**config.mk**
```make
export PLATFORM = sky130hd
export DESIGN_NAME = uart_receiver
export DESIGN_NICKNAME = d
export VERILOG_FILES = /design/src/rtl/uart_receiver.sv
export SDC_FILE = /design/constraint.sdc
export NUM_CORES = 1
export LEC_CHECK = 0
export BUFFER_PORTS_ARGS = -buffer_cell sky130_fd_sc_hd__buf_2
export CAP_MARGIN = 15
export CORE_MARGIN = 2
export CORE_UTILIZATION = 61
export DETAILED_ROUTE_END_ITERATION = 16
export PLACE_DENSITY = 0.82
export SYNTH_ARGS = -nofsm -noshare
export SYNTH_HDL_FRONTEND = slang
export SYNTH_SLANG_ARGS = --single-unit
```
**constraint.sdc**
```tcl
create_clock -name mclkx16 -period 3.5 [get_ports mclkx16]
set_input_delay 0 -clock mclkx16 [delete_from_list [all_inputs] [get_ports mclkx16]]
set_output_delay 0 -clock mclkx16 [all_outputs]
set_load 0.01 [all_outputs]
```
**src/rtl/uart_receiver.sv**
```systemverilog
// 16x-oversampled UART receiver: 1 start, 8 data (LSB first), 1 parity, 1 stop.
// Presents the received byte and error flags with an rxrdy / active-low read handshake.
module uart_receiver #(
   parameter bit PARITY_ODD = 1'b1
) (
   input  logic       mclkx16,
   input  logic       reset,
   input  logic       rx,
   input  logic       read,
   output logic       rxrdy,
   output logic [7:0] dataout,
   output logic       parityerr,
   output logic       framingerr,
   output logic       overrun
);

   // state  | meaning
   // IDLE   | line idle, waiting for a falling edge on rx_s
   // START  | validating the start bit at its midpoint
   // DATA   | sampling 8 data bits at mid-bit, LSB first
   // PARITY | sampling the parity bit
   // STOP   | sampling the stop bit, then completing the frame
   localparam logic [2:0] IDLE   = 3'd0;
   localparam logic [2:0] START  = 3'd1;
   localparam logic [2:0] DATA   = 3'd2;
   localparam logic [2:0] PARITY = 3'd3;
   localparam logic [2:0] STOP   = 3'd4;

   logic       sync1_q, sync1_d;
   logic       sync2_q, sync2_d;
   logic       rx_prev_q, rx_prev_d;
   logic [2:0] state_q, state_d;
   logic [3:0] cnt_q, cnt_d;
   logic [2:0] idx_q, idx_d;
   logic [7:0] shift_q, shift_d;
   logic       par_q, par_d;
   logic       rxrdy_q, rxrdy_d;
   logic [7:0] data_q, data_d;
   logic       pe_q, pe_d;
   logic       fe_q, fe_d;
   logic       ovr_q, ovr_d;

   logic       rx_s;
   logic       accept;
   logic       done;

   assign rx_s   = sync2_q;
   assign accept = ~read & rxrdy_q;

   always_comb begin
      sync1_d   = rx;
      sync2_d   = sync1_q;
      rx_prev_d = rx_s;
      state_d   = state_q;
      cnt_d     = cnt_q + 4'd1;
      idx_d     = idx_q;
      shift_d   = shift_q;
      par_d     = par_q;
      rxrdy_d   = rxrdy_q;
      data_d    = data_q;
      pe_d      = pe_q;
      fe_d      = fe_q;
      ovr_d     = ovr_q;
      done      = 1'b0;

      case (state_q)
         IDLE: begin
            // cnt reads 0 on the edge clock, so it tracks clocks since the edge
            cnt_d = 4'd0;
            if (rx_prev_q && !rx_s) begin
               cnt_d   = 4'd1;
               state_d = START;
            end
         end
         START: begin
            if (cnt_q == 4'd7) begin
               cnt_d = 4'd0;
               if (rx_s) begin
                  state_d = IDLE;
               end else begin
                  state_d = DATA;
                  idx_d   = 3'd0;
               end
            end
         end
         DATA: begin
            if (cnt_q == 4'd15) begin
               shift_d[idx_q] = rx_s;
               idx_d          = idx_q + 3'd1;
               if (idx_q == 3'd7) state_d = PARITY;
            end
         end
         PARITY: begin
            if (cnt_q == 4'd15) begin
               par_d   = rx_s;
               state_d = STOP;
            end
         end
         STOP: begin
            if (cnt_q == 4'd15) begin
               done    = 1'b1;
               state_d = IDLE;
            end
         end
         default: state_d = IDLE;
      endcase

      if (accept) begin
         rxrdy_d = 1'b0;
         ovr_d   = 1'b0;
      end

      // completion beats a same-cycle read; the old byte then counts as read
      if (done) begin
         data_d  = shift_q;
         pe_d    = par_q != (^shift_q ^ PARITY_ODD);
         fe_d    = ~rx_s;
         rxrdy_d = 1'b1;
         if (rxrdy_q && !accept) ovr_d = 1'b1;
      end
   end

   always_ff @(posedge mclkx16 or posedge reset) begin
      if (reset) begin
         sync1_q   <= 1'b1;
         sync2_q   <= 1'b1;
         rx_prev_q <= 1'b1;
         state_q   <= IDLE;
         cnt_q     <= 4'd0;
         idx_q     <= 3'd0;
         shift_q   <= 8'h00;
         par_q     <= 1'b0;
         rxrdy_q   <= 1'b0;
         data_q    <= 8'h00;
         pe_q      <= 1'b0;
         fe_q      <= 1'b0;
         ovr_q     <= 1'b0;
      end else begin
         sync1_q   <= sync1_d;
         sync2_q   <= sync2_d;
         rx_prev_q <= rx_prev_d;
         state_q   <= state_d;
         cnt_q     <= cnt_d;
         idx_q     <= idx_d;
         shift_q   <= shift_d;
         par_q     <= par_d;
         rxrdy_q   <= rxrdy_d;
         data_q    <= data_d;
         pe_q      <= pe_d;
         fe_q      <= fe_d;
         ovr_q     <= ovr_d;
      end
   end

   assign rxrdy      = rxrdy_q;
   assign dataout    = data_q;
   assign parityerr  = pe_q;
   assign framingerr = fe_q;
   assign overrun    = ovr_q;

endmodule
```
After elaboration in Yosys (flattened, before gate mapping)
Cells that the tools add are included.
{ "word_totals": {"out_inout_bits": 12, "input_bits": 4, "wordCells": 74, "register_bits": 34} }
{ "op_classes": {"n_lt_le_gt_ge": 2, "n_addsub": 2, "mux": 25, "n_bitwise": 4, "n_eq_ne": 15, "reduce_logical": 13} }
{ "op_table": {"columns": ["operator", "n"], "rows": [
  ["two-way mux 3 bit", 9],
  ["case mux 3 bit (5 select lines)", 1],
  ["inequality test 2 bit, second input constant", 7],
  ["two-way mux 1 bit", 9],
  ["bitwise mux 8 bit", 1],
  ["case mux 4 bit (2 select lines)", 1],
  ["XOR reduction 8 bit", 1],
  ["== test 3 x 2 -> 1 bit, second input constant", 2],
  ["== test 3 bit, second input constant", 2],
  ["case mux 3 bit (2 select lines)", 1],
  ["AND reduction 6 bit", 1],
  ["adder 4 x 1 -> 4 bit, second input constant", 1],
  ["== test 4 x 3 -> 1 bit, second input constant", 1],
  ["== test 4 bit, second input constant", 1],
  ["less-than comparator 3 x 4 -> 1 bit, second input constant", 1],
  ["two-way mux 4 bit", 1],
  ["AND reduction 2 bit", 2],
  ["AND reduction 4 bit", 1],
  ["nonzero test 2 bit", 2],
  ["adder 3 x 1 -> 3 bit, second input constant", 1],
  ["demux 1 bit (select 3 bit)", 1],
  ["== test 3 x 1 -> 1 bit, second input constant", 1],
  [">= comparator 3 x 1 -> 1 bit, second input constant", 1],
  ["logical AND 1 bit", 3],
  ["6 further kinds", 9]
]} }

Depth between registers and ports, before layout
Gate-level depths: netlist of the first run.
{ "depth": {"word_depth": 6, "mapped_depth": 6, "depth_no_buf": 6} }

Least setup slack after synthesis of the first run
No wires, ideal clock.
{ "synth_path": {"path_kind": "register to register", "from": "register cnt_q[0]", "to": "register data_q[0] (netlist: dataout[0])", "path_stages_with_launch": 6, "required_time_ns": 3.375, "setup_ns": 0.125, "period_less_slack_ns": 1.488, "arrival_ns": 1.363, "slack_ns": 2.012, "path_buffers": 1, "path_cell_list": "dfrtp_1 ha_1 and3_4 nand3_4 buf_6 mux2_4"} }
{ "synth_via": {"elab_chain_cells": 3} }
{ "synth_rtl": {"columns": ["element", "line_no", "rtl"], "rows": [
  ["start: declaration", "33", "logic [3:0] cnt_q, cnt_d;"],
  ["start signal: assignment", "143", "cnt_q <= cnt_d;"],
  ["== test 4 bit", "100", "if (cnt_q == 4'd15) begin"],
  ["two-way mux 1 bit", "100", null],
  ["two-way mux 1 bit", "66", "case (state_q)"],
  ["end signal: assignment", "148", "data_q <= data_d;"],
  ["end: declaration", "38", "logic [7:0] data_q, data_d;"]
]} }
Every way passes these cells.
A chain may end at the register's enable or synchronous reset.

Worst setup path in the final report of the first run
{ "layout_path": {"from": "register cnt_q[0]", "to": "register shift_q[6]"} }
{ "layout_via": {"elab_chain_cells": 2} }
{ "layout_rtl": {"columns": ["element", "line_no", "rtl"], "rows": [
  ["== test 4 bit", "87", "if (cnt_q == 4'd15) begin"],
  ["AND reduction 2 bit (no line)", null, null],
  ["end signal: assignment", "145", "shift_q <= shift_d;"],
  ["end: declaration", "35", "logic [7:0] shift_q, shift_d;"]
]} }
Every way passes these cells.

==> run_results.csv, run 1 <==
group,metric,value,unit
route,wl_met1,1232,microns
synthesis,ys_ff_latch,34,
setup_path,crit_required,3.72,ns
global_routing,gr-total-overflow,0,
sta,fin_setup_tns,0,ns
cts,cts_made_buffers,5,
power_and_ir_drop,leakage,0.9081,nW
floorplan,rows,18,
route,vias,1010,
global_routing,grt_pass1_wl,4209,microns
global_routing,grt_antenna_before_repair,0,
route,drt-wirelength-per-cell,15.29,microns
sta,final.setup_skew,0.01268,ns
synthesis,ys_seq_area_frac,0.5353,
floorplan,core_region_area,2477,sq um
route,initialDrtViolationCount,18,
synthesis,netlist_area,1597,sq um
cts,cts_num_sinks,34,
floorplan,start_util,0.6444,
worst_hold_path,min_path_type,"in2reg",
final_layout,design_area,1788,sq um
route,wl_met2,1309,microns
synthesis,synth_flop_cell,"dfrtp_1",
sta,drv_slew,0,
power_and_ir_drop,switchingPower,0.2822,mW
sta,period_needed,1.563,ns
final_layout,syn_to_final_growth,11.99,%
synthesis,async_flop_share,1.000,
final_layout,n_antenna_cell,0,
global_routing,track_usage,0.2142,
floorplan,pin_count,16,
sta,worst_pin_slew,0.7398,ns
placed_design,place_area,1683,sq um
sta,finalHoldViolations,0,
worst_hold_path,min-delay-start,"rx",
synthesis,ys_types,38,
route,drc,0,
setup_path,timing_worst_setup_path_type,"reg2reg",
sta,fin_hold_ws,0.3173,ns
floorplan,die-area,3043,sq um
final_layout,final_cells,176,
setup_path,rrSetupSlack,1.94,ns
setup_path,worstPathMaxFanout,5,
worst_hold_path,hold_end,"sync1_q",
global_routing,grt_max_degree,21,
placed_design,placed_cells,165,
sta,rsz0062_at_grt,"no",
synthesis,syn_avg_cell_area,12.98,sq um
setup_path,ff2ff_path_depth,5,
final_layout,post_route_cells_drive_above_1_share,0.3288,
placed_design,hpwl,1952,microns
cts,root_buffer,"clkbuf_4",
synthesis,synth_warnings,0,
sta,fin_ws,1.937,ns
floorplan,die_w,55.16,microns
power_and_ir_drop,swShare,0.2944,
cts,postCtsSetupBuffers,0,
placed_design,dp_slack,1.930,ns
power_and_ir_drop,power,0.9586,mW
power_and_ir_drop,p_int,0.6764,mW
global_routing,first_global_vias,912,
placed_design,portBuffers,15,
placed_design,place_congestion,0.8933,
route,ant_nets,0,
setup_path,r2r-start,"cnt_q[0]",
route,top_layer,"met4",
power_and_ir_drop,p_seq_frac,0.530,
final_layout,layout.nets,152,
outcome,status,"completed",
power_and_ir_drop,power_density,536.1,nW/um^2
cts,clock_latency,0.33,ns
route,dr.pass1.iters,4,
cts,cts_buffer_depth,2,
setup_path,crit_path_end_kind,"flop",
setup_path,crit_arrival,1.78,ns
synthesis,synth_edf_count,0,
power_and_ir_drop,peakVddDrop,0.5713,mV
route,viasPerCell,5.739,
sta,fmax,639.8,MHz
worst_hold_path,holdPathStages,2,
setup_path,start_kind,"flop",
final_layout,final_util,0.7217,
cts,cts.clk_slew.worst_paths,0.09,ns
sta,min_period_over_period,0.4466,
synthesis,syn_inst,123,
sta,final-setup-viol-count,0,
route,wirelength,2691,microns
power_and_ir_drop,p_clk_frac,0.284,
cts,htreeDepth,2,
flow_run,maxCapViolCount,0,
cts,cts_tree,"yes",
route,dr_wl_met3,98,microns
setup_path,rr_endpoint,"shift_q[6]",
power_and_ir_drop,comb_power_share,0.187,
floorplan,die_y,55.16,microns
sta,max_slew_margin,0.5062,
synthesis,syn-num-nets,130,
## worst max path at each step
stage | slack (ns) | depth (start not counted) | start | end
2_1_floorplan | 2.01 | 5 | cnt_q[0] | dataout[0]
3_3_place_gp | 1.99 | 4 | cnt_q[0] | dataout[1]
3_5_place_dp | 1.93 | 5 | cnt_q[0] | shift_q[2]
4_1_cts | 1.92 | 5 | cnt_q[0] | shift_q[2]
5_1_grt | 1.83 | 5 | cnt_q[0] | shift_q[6]
6_report | 1.94 | 5 | cnt_q[0] | shift_q[6]
## routing by layer
| metal | global-route usage | vias up |
|---|---|---|
| met1 | 0.2651 | 504 |
| met5 | 0 | - |
| met3 | 0.06452 | 6 |
| met4 | 0.1341 | 0 |
| li1 | - | 478 |
| met2 | 0.3274 | 22 |
## worst max-delay path: stages (launching register included)
cell and delay [ns]:
dfrtp_1 0.37, ha_1 0.27, nand4b_4 0.17, nor3_4 0.24, nand3_1 0.12, mux2_2 0.29
## power by group through the flow
stage	clock, mW	combinational (mW)	sequential, mW
floorplan	0	0.192	0.475
global placement	0	0.168	0.509
detailed placement	0	0.178	0.513
CTS	0.280	0.180	0.507
global route	0.296	0.202	0.516
finish	0.272	0.179	0.508
## state kept, by name (all words and copies together) (netlist names), named ones only
| register | count |
|---|---|
| dataout | 8 |
| shift_q | 8 |
| cnt_q | 4 |
| idx_q | 3 |
| state_q | 3 |
| framingerr | 1 |
| par_q | 1 |
| parityerr | 1 |
| rx_prev_d | 1 |
| rx_prev_q | 1 |
| rxrdy | 1 |
| sync1_q | 1 |
## repair_timing
action                                 4_1_cts  5_1_grt
endpoints found under the hold margin       22        0
hold buffers                                 3        0
gates resized for setup                      0        0
## layout by cell type, fill, tap and decap left out, types with 4 or more instances in the layout
cell	count
nand2_1	8
clkbuf_4	5
xnor2_1	6
buf_2	15
nor2_1	7
mux2_4	4
mux2_2	12
o21ai_0	5
inv_1	5
dfrtp_1	31
## synthesized netlist by cell type (2+ instances only)
cell type,number,area (sq um)
dfrtp_1,31,775.7
mux2_2,12,135.1
nand2_1,8,30.03
nor2_1,7,26.28
xnor2_1,6,52.55
inv_1,5,18.77
o21ai_0,5,25.02
mux2_4,4,60.06
dfstp_2,3,78.83
ha_1,3,37.54
nand3_1,3,15.01
nand3b_1,3,22.52
nor3_1,3,15.01
a22o_1,2,17.52
buf_6,2,22.52
nand4b_1,2,17.52
o22ai_1,2,12.51
xor2_1,2,17.52
## cells by family (layout without fill, tap and decap cells)
group / count (synthesis) / after routing / share of synthesized area
and+or+nand+nor: 36 / 36 / 0.1591
DFF: 34 / 34 / 0.5353
muxes: 17 / 17 / 0.1293
AOI/OAI and AO/OA: 15 / 15 / 0.06192
xor gates and xnor gates: 9 / 9 / 0.05799
buffers and inverters: 9 / 32 / 0.03292
adders and majority gates: 3 / 3 / 0.02351
## final cells by class
type	instances	area, sq um
sequential	34	854.6
multi-input combinational	80	689.4
fill	191	689.4
timing repair buffer	19	112.6
clock buffer	7	45.04
tap	30	37.54
clock inverter	1	30.03
inverter	5	18.77
Note: power is estimated with default switching activity, not from simulation.
==> run 2, diff against run 1 <==
--- a/config.mk
+++ b/config.mk
@@ -8,9 +8,9 @@
 export BUFFER_PORTS_ARGS = -buffer_cell sky130_fd_sc_hd__buf_2
 export CAP_MARGIN = 15
 export CORE_MARGIN = 2
-export CORE_UTILIZATION = 61
+export CORE_UTILIZATION = 52
 export DETAILED_ROUTE_END_ITERATION = 16
-export PLACE_DENSITY = 0.82
+export PLACE_DENSITY = 0.74
 export SYNTH_ARGS = -nofsm -noshare
 export SYNTH_HDL_FRONTEND = slang
 export SYNTH_SLANG_ARGS = --single-unit
==> constraint.sdc (replaced) <==
create_clock -name mclkx16 -period 1.32 [get_ports mclkx16]
set_input_delay 0 -clock mclkx16 [delete_from_list [all_inputs] [get_ports mclkx16]]
set_output_delay 0 -clock mclkx16 [all_outputs]
set_load 0.01 [all_outputs]
==> run 2 against run 1 <==
Effect of this change: the run now ends with setup timing left; core utilization down 1.2 points; final cell count is 14% higher; clock power increased to 3.7 times the previous value; maximum frequency increased by 6.2%; clock skew hardly changed; count of clock-buffer cells in the layout down 1; die area increased by 16%; first-iteration DRC count is 67% higher; via count rose by 7.4%; non-clock buffer count grew 21; hold slack worse by 0.046 ns; routed wire length grew 16%; largest cell class unchanged; largest power group unchanged.
==> run_results.csv, run 2 (synthesized netlist as in run 1, its figures left out) <==
group,metric,value,unit
outcome,status,"complete, but fails checks",
outcome,failed_checks,"setup timing",
final_layout,final_common_cell,"dfrtp_1",
sta,worst_pin_slew,0.4166,ns
route,vias,1085,
setup_path,timing_worst_setup_path_type,"reg2reg",
cts,cts_num_sinks,34,
sta,rsz0062_at_grt,"yes",
cts,htreeDepth,2,
route,drt-wirelength-per-cell,15.60,microns
sta,drv_slew,0,
cts,clock_latency,0.35,ns
power_and_ir_drop,comb_power_share,0.267,
final_layout,n_antenna_cell,0,
floorplan,pin_count,16,
power_and_ir_drop,p_seq_frac,0.421,
setup_path,r2r-start,"state_q[0]",
power_and_ir_drop,p_int,2.269,mW
flow_run,maxCapViolCount,0,
floorplan,die-area,3530,sq um
setup_path,crit_path_start,"state_q[0]",
route,ant_nets,0,
sta,period_needed,1.472,ns
global_routing,first_global_vias,1077,
final_layout,syn_to_final_growth,32.37,%
placed_design,hpwl,2052,microns
power_and_ir_drop,switchingPower,0.9400,mW
global_routing,gr-total-overflow,0,
sta,max_slew_margin,0.7223,
power_and_ir_drop,swShare,0.2930,
setup_path,ff2ff_path_depth,4,
floorplan,start_util,0.5361,
global_routing,grt_max_degree,35,
power_and_ir_drop,leakage,1.049,nW
worst_hold_path,min_path_type,"in2async",
cts,root_buffer,"clkbuf_4",
route,dr.pass1.iters,4,
cts,cts_buffer_depth,2,
power_and_ir_drop,p_clk_frac,0.311,
setup_path,slowest_stage,"dfrtp_2",
cts,cts_tree,"yes",
power_and_ir_drop,peakVddDrop,1.494,mV
final_layout,seqCellArea,858.3,sq um
sta,finalHoldViolations,0,
power_and_ir_drop,power,3.209,mW
final_layout,final_cell_mix,"dfrtp_1 (28), buf_4 (21), buf_2 (15)",
global_routing,gr-usage-met2,0.3234,
route,wirelength,3135,microns
floorplan,die_y,59.41,microns
route,initialDrtViolationCount,30,
route,drc,0,
global_routing,top_usage_layer,"met2",
placed_design,portBuffers,15,
sta,final-setup-viol-count,24,
global_routing,gr-usage-met3,0.07205,
setup_path,crit_required,1.57,ns
setup_path,crit_path_end_kind,"flop",
final_layout,multi_input_area,809.5,sq um
cts,cts.clk_slew.worst_paths,0.11,ns
sta,fmax,679.5,MHz
setup_path,crit_chain,"nand4b_4, nor3_4, nand3b_1, mux2_2",
setup_path,worstPathMaxFanout,7,
setup_path,cpPeakStageDelay,0.49,ns
cts,cts_made_buffers,5,
route,viasPerCell,5.398,
sta,fin_setup_tns,-2.160,ns
global_routing,grt_antenna_before_repair,0,
global_routing,grt_pass1_wl,5168,microns
setup_path,crit_arrival,1.72,ns
floorplan,rows,20,
setup_path,start_kind,"flop",
sta,fin_hold_ws,0.2712,ns
floorplan,die_w,59.41,microns
final_layout,post_route_cells_drive_above_1_share,0.5357,
global_routing,track_usage,0.2076,
placed_design,place_congestion,0.7480,
final_layout,fillerInstances,217,
sta,fin_ws,-0.1517,ns
global_routing,gr-usage-met1,0.2635,
final_layout,layout.nets,174,
sta,min_period_over_period,1.115,
sta,final.setup_skew,0.01239,ns
floorplan,core_region_area,2978,sq um
power_and_ir_drop,power_density,1518,nW/um^2
run 2: power groups by stage:
stage	Combinational [mW]	Sequential, mW	Clock, mW
after floorplan	0.528	1.28	0
after global placement	0.656	1.33	0
after detailed placement	0.689	1.34	0
after CTS	0.809	1.33	1.01
after global routing	0.938	1.37	1.07
final	0.858	1.35	0.999
run 2: stage by stage:
stage          cell area (sq um)    util  setup WS (ns)  cells
2_1_floorplan               1614       -       -0.07753    123
6_report                    2113  0.7097        -0.1517    201
3_3_place_gp                1832  0.6151        -0.1087    185
4_1_cts                     2042  0.6857        -0.1582    199
3_5_place_dp                1832  0.6151        -0.1858    185
5_1_grt                     2113  0.7097        -0.2382    201
run 2: repair_timing:
item | 4_1_cts | 5_1_grt
gates resized for setup | 14 | 14
setup buffers | 2 | 2
setup endpoints to repair | 27 | 30
cloned | 1 | 0
endpoints found under the hold margin | 34 | 0
pin swaps | 8 | 6
hold buffers | 3 | 0
run 2: path summary, 6_finish.rpt:
check,endpoint,slack (ns)
worst max-delay path,shift_q[2],-0.15
worst min-delay path,dataout[3],0.27
worst max register to register,shift_q[2],-0.15
worst min register to register,rx_prev_d,0.35
max in group asynchronous,rx_prev_q,0.70
min in group mclkx16,sync1_q,0.29
run 2: area by class of cell:
cell class / instances / area share
multi-input combinational: 81 / 0.3831
inverter: 5 / 0.008881
tap: 33 / 0.01954
timing repair buffer: 40 / 0.1297
clock buffer: 6 / 0.02427
sequential: 34 / 0.4062
clock inverter: 2 / 0.02842
run 2: routing by layer:
| layer | vias up | routed length [microns] | share of wire |
|---|---|---|---|
| li1 | 524 | - | - |
| met1 | 534 | 1398 | 0.45 |
| met2 | 21 | 1567 | 0.50 |
| met3 | 6 | 125 | 0.040 |
| met4 | 0 | 44 | 0.014 |
| met5 | - | 0 | 0 |
run 2: critical path: cells and delay by family, from the launching register on:
family / cells / cell delay, ns
DFF: 1 / 0.49
muxes: 1 / 0.29
and+or+nand+nor: 3 / 0.60
